`config.mk`:
```
export PLATFORM = sky130hd
export DESIGN_NAME = multi_channel_counter
export DESIGN_NICKNAME = d
export VERILOG_FILES = /design/src/rtl/multi_channel_counter.sv
export SDC_FILE = /design/constraint.sdc
export NUM_CORES = 1
export LEC_CHECK = 0
export CAP_MARGIN = 25
export CELL_PAD_IN_SITES_DETAIL_PLACEMENT = 1
export CELL_PAD_IN_SITES_GLOBAL_PLACEMENT = 1
export CORE_MARGIN = 5
export CORE_UTILIZATION = 35
export CTS_CLUSTER_SIZE = 10
export DETAILED_ROUTE_END_ITERATION = 8
export HOLD_SLACK_MARGIN = 0.03
export PLACE_DENSITY_LB_ADDON = 0.1
export SLEW_MARGIN = 40
export SYNTH_ARGS = -nofsm -noshare
export SYNTH_HDL_FRONTEND = slang
export SYNTH_SLANG_ARGS = --single-unit
```
`constraint.sdc`:
```
create_clock -name clk -period 9.85 [get_ports clk]
set_clock_uncertainty 0.1 [all_clocks]
set_input_delay 1.97 -clock clk [delete_from_list [all_inputs] [get_ports clk]]
set_output_delay 1.97 -clock clk [all_outputs]
set_load 0.005 [all_outputs]
```
`src/rtl/multi_channel_counter.sv`:
```
// Bank of independent prescaled up-counters sharing one clock.
// Each channel has wrap/saturate mode, a sticky overflow flag and a registered tick.
module multi_channel_counter #(
    parameter int NUM_CH = 6,
    parameter int WIDTH  = 32,
    parameter int DIV_W  = 8,
    parameter int CH_W   = (NUM_CH > 1) ? $clog2(NUM_CH) : 1
) (
    input  logic                      clk,
    input  logic                      rst,
    input  logic [NUM_CH-1:0]         en,
    input  logic [NUM_CH*DIV_W-1:0]   div,
    input  logic [NUM_CH-1:0]         sat_mode,
    input  logic [NUM_CH-1:0]         clr,
    input  logic                      load_valid,
    input  logic [CH_W-1:0]           load_ch,
    input  logic [WIDTH-1:0]          load_data,
    input  logic [NUM_CH-1:0]         ovf_clr,
    output logic [NUM_CH*WIDTH-1:0]   count,
    output logic [NUM_CH-1:0]         ovf,
    output logic [NUM_CH-1:0]         tick
);

    for (genvar i = 0; i < NUM_CH; i++) begin : g_ch
        logic [WIDTH-1:0] cnt_q;
        logic [DIV_W-1:0] pre_q;
        logic             ovf_q;
        logic             tick_q;
        logic [DIV_W-1:0] div_ch;
        logic             load_hit;
        logic             tick_cond;
        logic             at_max;
        logic             ovf_set;

        assign div_ch    = div[i*DIV_W +: DIV_W];
        // load_ch values at or beyond NUM_CH never match any channel
        assign load_hit  = load_valid && (load_ch == CH_W'(i));
        assign tick_cond = en[i] && (pre_q >= div_ch);
        assign at_max    = &cnt_q;
        assign ovf_set   = !clr[i] && !load_hit && tick_cond && at_max;

        always_ff @(posedge clk or posedge rst) begin
            if (rst) begin
                cnt_q  <= '0;
                pre_q  <= '0;
                tick_q <= 1'b0;
            end else begin
                tick_q <= 1'b0;
                if (clr[i]) begin
                    cnt_q <= '0;
                    pre_q <= '0;
                end else if (load_hit) begin
                    cnt_q <= load_data;
                    pre_q <= '0;
                end else if (en[i]) begin
                    if (tick_cond) begin
                        pre_q  <= '0;
                        tick_q <= 1'b1;
                        if (!at_max)
                            cnt_q <= cnt_q + 1'b1;
                        else if (!sat_mode[i])
                            cnt_q <= '0;
                    end else begin
                        pre_q <= pre_q + 1'b1;
                    end
                end
            end
        end

        // a new overflow wins over a same-cycle clear request
        always_ff @(posedge clk or posedge rst) begin
            if (rst)
                ovf_q <= 1'b0;
            else if (ovf_set)
                ovf_q <= 1'b1;
            else if (ovf_clr[i])
                ovf_q <= 1'b0;
        end

        assign count[i*WIDTH +: WIDTH] = cnt_q;
        assign ovf[i]                  = ovf_q;
        assign tick[i]                 = tick_q;
    end

endmodule

```
==> results by group, run 1 <==
Status
  • Outcome: complete, no violations

Clocking
  • # H-tree levels: 2
  • # Post-CTS Setup Buffers: 0
  • Worst-Skew Late Latency: roughly 0.54 ns
  • Cts hold-fix bufs: 0
  • Clk slew on worst S/H paths: 0.06 ns
  • CTS root buf: clkbuf_16
  • Clock tree buffer depth: 3
  • Total CTS buffers: 34
  • CTS tree: done
  • PostCTS Resize Cnt: 0
  • CTS sink cnt: 252

Floorplanning
  • Initial core utilization: 35.4%
  • Die width: 227 um
  • Core ar.: about 47000 um2
  • Io pins: roughly 310
  • Row cnt: 79
  • Die H: between 200 and 250 um
  • Die Area: between 50000 and 60000 um2

Worst setup path
  • Crit start category: primary input
  • R2r endpoint: g_ch[2].cnt_q[15]
  • Reg2reg path depth: 9
  • Worst setup path class: in2reg
  • Critical Path Start: div[26]
  • Worst endpoint data arrival time: around 5.3 ns
  • R2R setup slack: 5.98 ns
  • Worst setup path endpoint: g_ch[3].cnt_q[21]
  • CP max FO: 18
  • Setup crit end kind: register
  • Worst Path Required: 10.12 ns
  • Reg-to-reg startpoint: g_ch[2].cnt_q[1]

Global routing
  • First-pass GRT wire length: 110000 um
  • GRT Total Usage: ~27%
  • Grt ovf: 0
  • Initial antenna violation count: 1
  • Vias in the first global route: around 18000
  • Largest net degree at the start of global routing: between 100 and 150

Synth
  • Synthesized cell area: roughly 17000 um2
  • Mean post-synth cell area: ~8 um2
  • Sequential fraction of the synthesis area: a little under two fifths
  • Cells after synthesis: a little over 2000
  • Simple-gate share of the synthesized area: between 20% and 30%
  • Largest family of logic cells by synthesized area: simple AND/OR/NAND/NOR gates
  • Post-synth top flop: dfrtp_1
  • Number of flops mapped to enable cells by yosys: 0
  • Warnings, synthesis: 0
  • Post-Synth XOR/XNOR Area: between 3 and 4%
  • Fraction of registers with async set/reset: between 90% and 100%
  • Seq cells post-synth: ~250
  • Syn nets: 2233
  • Mux cell area share after synthesis: less than 1%
  • Cell variety after synth: 75
  • Compound-Gate Fraction of Synth Area: 22.9%
  • Synthesized-area fraction occupied by adder cells: ~4.5%

Power
  • Power Density: approximately 130 nW/um2
  • Internal power: between 0.0015 and 0.002 W
  • Worst vdd ir: 0.000119 V
  • Reg power frac: 41.0%
  • Pleak: between 8 and 9 nW
  • Clk pwr share: 45.8%
  • Logic pwr share: a little over an eighth
  • Net Sw Frac: 27.9%
  • Net switching power: just under 0.0008 W

Place
  • GP Congestion: about 0.86
  • Port Buffers: 313
  • Placement Setup Slack: roughly 4.3 ns
  • Detailed placement HPWL: between 50000 and 60000 um
  • Placed Instances: a little under 3000
  • Post-DP Area: 20200 um2

Timing
  • Setup ws final: 4.82 ns
  • Final period util: approximately 50%
  • Final Hold Viols: 0
  • Slew Limit Fails: 0
  • Fin crit period: 5.03 ns
  • Slew of the pin with the lowest slew margin: 0.975 ns
  • Setup violators final: 0
  • Slew margin rel.: around a third
  • RSZ-0062 raised after global routing: false
  • Setup tns final: 0 ns
  • Fmax: 0.199 GHz

Final layout
  • Layout cell share with drive strength beyond 1: about 4.7%
  • # diodes: 0
  • Final instance area: approximately 21000 um2
  • Commonest non-fill, non-tap cell in the layout: clkdlybuf4s50_1
  • Commonest non-fill, non-tap cells in the layout: clkdlybuf4s50_1, dfrtp_1, nor2_1
  • Core Util, Final: between 40% and 50%
  • Nets: between 2000 and 2500
  • Area grow syn2layout: 28.9%
  • Final std cells w/o fill: approximately 3000

Run
  • MaxCap Viol Count: 0

Drt
  • DRT Wirelength: approximately 73000 um
  • DR WL/cell: 24.7 um
  • Pre-Repair DR Iteration Count: 6
  • Routed Antenna Nets: 0
  • Iter 0 DRT Violations: between 1000 and 1500
  • Vias per cell: 6.06
  • Remaining DRCs: 0
  • Via count: around 18000

Min path
  • Worst min-delay path class: reg2reg
-- logic make-up after synthesis --
family	Yosys count
AOI/OAI and AO/OA	616
muxes	3
DFF	252
xor gates and xnor gates	67
buffers and inverters	201
and+or+nand+nor	864
adders and majority gates	60
-- cells in the mapped netlist, drive strengths merged (17+ instances only) --
library cell  number  area, um2
a211oi            38        285
a21oi            174        871
a31oi             28        175
and2              20        125
and3              48        300
buf               24        154
clkbuf            95        357
dfrtp            252       6310
ha                60        751
inv               82        308
nand2            187        702
nand2b            17        106
nand3             86        435
nand4             53        332
nor2             248        931
nor3              79        395
nor4              47        307
o211ai            18        135
o21ai            204       1020
o31ai             22        165
or3               19        124
xnor2             18        158
xor2              49        429
-- sequential cells by signal, indices dropped and copies added, names as in the netlist --
name         cells
g_ch.cnt_q     192
g_ch.pre_q      48
g_ch.ovf_q       6
g_ch.tick_q      6
-- critical path, stage by stage --
cell and delay [ns]:
clkdlybuf4s50_1 0.45, inv_1 0.04, ha_1 0.30, a211o_1 0.29, a31oi_1 0.16, o31ai_1 0.09
buf_4 0.16, o21ai_1 0.30, nand2_1 0.53, nand2b_1 0.76, o21ai_0 0.23
-- metal layers --
| layer | vias up | routed length, um | global-route usage [%] |
|---|---|---|---|
| met1 | 9028 | 32300 | 38.9 |
| met2 | 631 | 32000 | 41.2 |
| met3 | 125 | 5610 | 5.51 |
| met4 | 0 | 3020 | 11.1 |
| li1 | 8095 | - | - |
| met5 | - | 0 | 0 |
-- how the worst min path moves through the flow --
stage,slack (ns),endpoint,from,depth (start not counted)
2_1_floorplan,0.37,g_ch[1].ovf_q,g_ch[1].ovf_q,1
3_3_place_gp,0.39,g_ch[2].ovf_q,g_ch[2].ovf_q,1
3_5_place_dp,0.40,g_ch[2].ovf_q,g_ch[2].ovf_q,1
4_1_cts,0.42,g_ch[2].ovf_q,g_ch[2].ovf_q,1
5_1_grt,0.44,g_ch[2].ovf_q,g_ch[2].ovf_q,1
6_report,0.41,g_ch[2].ovf_q,g_ch[2].ovf_q,1
-- layout make-up --
type                    count  area (um2)
inverters                  82         320
repair buffers            344        3360
multi-input cells        1610        9450
clock inverters             5        78.8
well taps                 607         759
clock buffers              50        1020
flip-flops and latches    252        6310
fillers                  5541       25400
-- power groups by stage --
stage               sequential [W]  combinational [W]  clock [W]
CTS                        0.00113           0.000366    0.00129
detailed placement         0.00115           0.000364          0
finish                     0.00113           0.000365    0.00126
floorplan                  0.00113           0.000156          0
global placement           0.00114           0.000353          0
global route               0.00113           0.000397    0.00133
-- per-stage QoR --
| step | total power (W) | hold WS (ns) |
|---|---|---|
| floorplan | 0.00128 | 0.374 |
| global placement | 0.00150 | 0.393 |
| detailed placement | 0.00151 | 0.402 |
| CTS | 0.00278 | 0.415 |
| global route | 0.00287 | 0.440 |
| finish | 0.00276 | 0.408 |
Note: power is estimated with default switching activity, not from simulation.
==> run 2: changes to the inputs <==
==> constraint.sdc (replaced) <==
create_clock -name clk -period 4.85 [get_ports clk]
set_clock_uncertainty 0.1 [all_clocks]
set_input_delay 0.97 -clock clk [delete_from_list [all_inputs] [get_ports clk]]
set_output_delay 0.97 -clock clk [all_outputs]
set_load 0.005 [all_outputs]
==> results by group, run 2 (same netlist as run 1, synthesis figures left out) <==
Status
  • Outcome: complete, no violations (unchanged)

Worst setup path
  • Cells along the critical path: ha_1 > nand3_2 > or4_1 > nor4_2 > a21o_1 > buf_4 > and2_1 > buf_4 > o32a_1 > o21ai_0 (was clkdlybuf4s50_1 > inv_1 > ha_1 > a211o_1 > a31oi_1 > o31ai_1 > buf_4 > o21ai_1 > nand2_1 > nand2b_1 > o21ai_0)
  • CP Buf/Inv Count: 2 (was 3)
  • Worst setup path class: reg2reg (was in2reg)
  • Worst endpoint data arrival time: 3.89 ns (was 5.30 ns)
  • Setup crit end kind: register (unchanged)
  • CP max FO: 13 (was 18)
  • CP most frequent cell: buf_4
  • CP max-delay cell: or4_1 (was nand2b_1)
  • CP max stage delay: 0.72 ns (was 0.76 ns)
  • CP top delay family: simple AND/OR/NAND/NOR gates (unchanged)
  • Worst Path Required: 5.15 ns (was 10.12 ns)
  • Crit start category: register (was primary input)

Clocking
  • CTS tree: done (unchanged)
  • PostCTS Resize Cnt: 0 (unchanged)
  • # H-tree levels: 2 (unchanged)
  • Worst-Skew Late Latency: 0.54 ns (about the same)
  • # Post-CTS Setup Buffers: 0 (unchanged)
  • Cts hold-fix bufs: 0 (unchanged)
  • CTS root buf: clkbuf_16 (unchanged)
  • Clock tree buffer depth: 3 (unchanged)
  • Total CTS buffers: 34 (unchanged)
  • CTS sink cnt: 252 (unchanged)
  • Clk slew on worst S/H paths: 0.06 ns (about the same)

Global routing
  • First-pass GRT wire length: 110000 um (about the same)
  • Largest net degree at the start of global routing: 89 (was 130)
  • Vias in the first global route: 18300 (was 18200)
  • Grt ovf: 0 (unchanged)
  • GRT Total Usage: 27.5% (was 27.4%)
  • Initial antenna violation count: 6 (was 1)

Final layout
  • Largest register FFs: 192 (unchanged)
  • Layout cell share with drive strength beyond 1: 5.08% (was 4.65%)
  • Area grow syn2layout: 29.5% (was 28.9%)
  • Most flops, register: g_ch.cnt_q (unchanged)
  • Nets: 2512 (was 2494)
  • Commonest non-fill, non-tap cells in the layout: clkdlybuf4s50_1, dfrtp_1, nor2_1 (unchanged)
  • Core Util, Final: 45.8% (was 45.6%)
  • Commonest non-fill, non-tap cell in the layout: clkdlybuf4s50_1 (unchanged)
  • Top flop regs: g_ch.cnt_q: 192 flops, g_ch.pre_q: 48 flops (unchanged)
  • Final std cells w/o fill: 2972 (was 2950)

Timing
  • Final Hold Viols: 0 (unchanged)
  • Final period util: between 70% and 80%
  • Slew margin rel.: 38.4% (was 34.8%)
  • Worst hold margin: 0.413 ns (was 0.408 ns)
  • Setup violators final: 0 (unchanged)
  • RSZ-0062 raised after global routing: false (unchanged)
  • Fmax: about 0.28 GHz
  • Fin crit period: 3.59 ns
  • Setup ws final: 1.26 ns (was 4.82 ns)
  • Setup tns final: 0 ns (unchanged)
  • Slew of the pin with the lowest slew margin: 0.921 ns (was 0.975 ns)
  • Slew Limit Fails: 0 (unchanged)

Drt
  • Vias per cell: 6.04 (was 6.06)
  • DRT Wirelength: 73100 um (was 72900 um)
  • Routed Antenna Nets: 0 (unchanged)
  • Iter 0 DRT Violations: 1559 (was 1443)
  • Pre-Repair DR Iteration Count: 6 (unchanged)
  • DR WL/cell: 24.6 um (was 24.7 um)
  • Remaining DRCs: 0 (unchanged)
  • Via count: 17900 (about the same)

Place
  • GP Congestion: 0.869 (was 0.862)
  • Detailed placement HPWL: 51400 um (was 50900 um)
  • Placement Setup Slack: 0.718 ns (was 4.32 ns)
  • Placed Instances: 2913 (was 2895)
  • Port Buffers: 313 (unchanged)

Power
  • Pleak: 8.55 nW (was 8.49 nW)
  • Worst vdd ir: 0.000200 V (was 0.000119 V)
  • Power Density: 261 nW/um2 (was 129 nW/um2)

Floorplanning
  • Io pins: 314 (unchanged)
  • Initial core utilization: 35.4% (unchanged)
  • Die Area: 51600 um2 (unchanged)
  • Die width: 227 um (unchanged)
  • Row cnt: 79 (unchanged)
  • Core ar.: 46700 um2 (unchanged)
  • Die H: 227 um (unchanged)

Run
  • MaxCap Viol Count: 0 (unchanged)

Min path
  • Worst min-delay path class: reg2reg (unchanged)
run 2: final cells by class:
cell class	instances	area (um2)
Antenna cell	1	2.50
Clock buffer	53	1000
Clock inverter	5	78.8
Fill cell	5568	25300
Inverter	82	312
Multi-Input combinational cell	1610	9420
Sequential cell	252	6310
Tap cell	607	759
Timing Repair Buffer	362	3510
run 2: through the flow:
step | power (W) | instance area [um2]
floorplan | 0.00261 | 16500
global placement | 0.00305 | 20300
detailed placement | 0.00307 | 20300
CTS | 0.00563 | 21400
global route | 0.00579 | 21400
finish | 0.00558 | 21400
run 2: worst paths after layout:
kind / start / end / slack [ns] / depth (start not counted)
setup / recovery: g_ch[1].cnt_q[0] / g_ch[1].cnt_q[9] / 1.26 / 10
hold / removal: g_ch[1].ovf_q / g_ch[1].ovf_q / 0.41 / 1
setup reg to reg: g_ch[1].cnt_q[0] / g_ch[1].cnt_q[9] / 1.26 / 10
hold reg to reg: g_ch[1].ovf_q / g_ch[1].ovf_q / 0.41 / 1
max in group asynchronous: rst / g_ch[3].cnt_q[12] / 3.07 / 3
min in group asynchronous: rst / g_ch[4].pre_q[5] / 0.70 / 2
run 2: power by group:
| group | total (W) | switching, W | internal (W) | leakage (nW) |
|---|---|---|---|---|
| Combinational | 0.000749 | 0.000432 | 0.000317 | 4.54 |
| Sequential | 0.00229 | 0.000121 | 0.00217 | 3.48 |
| Clock | 0.00254 | 0.00101 | 0.00152 | 0.529 |
run 2: metal layers:
| layer | GRT usage, % | routed length [um] | share of wire [%] | up-vias |
|---|---|---|---|---|
| li1 | - | - | - | 8138 |
| met1 | 38.1 | 32000 | 44 | 9068 |
| met2 | 42.3 | 32600 | 45 | 609 |
| met3 | 6.73 | 6030 | 8.3 | 121 |
| met4 | 9.18 | 2380 | 3.3 | 10 |
| met5 | 0 | 62 | 0.085 | - |
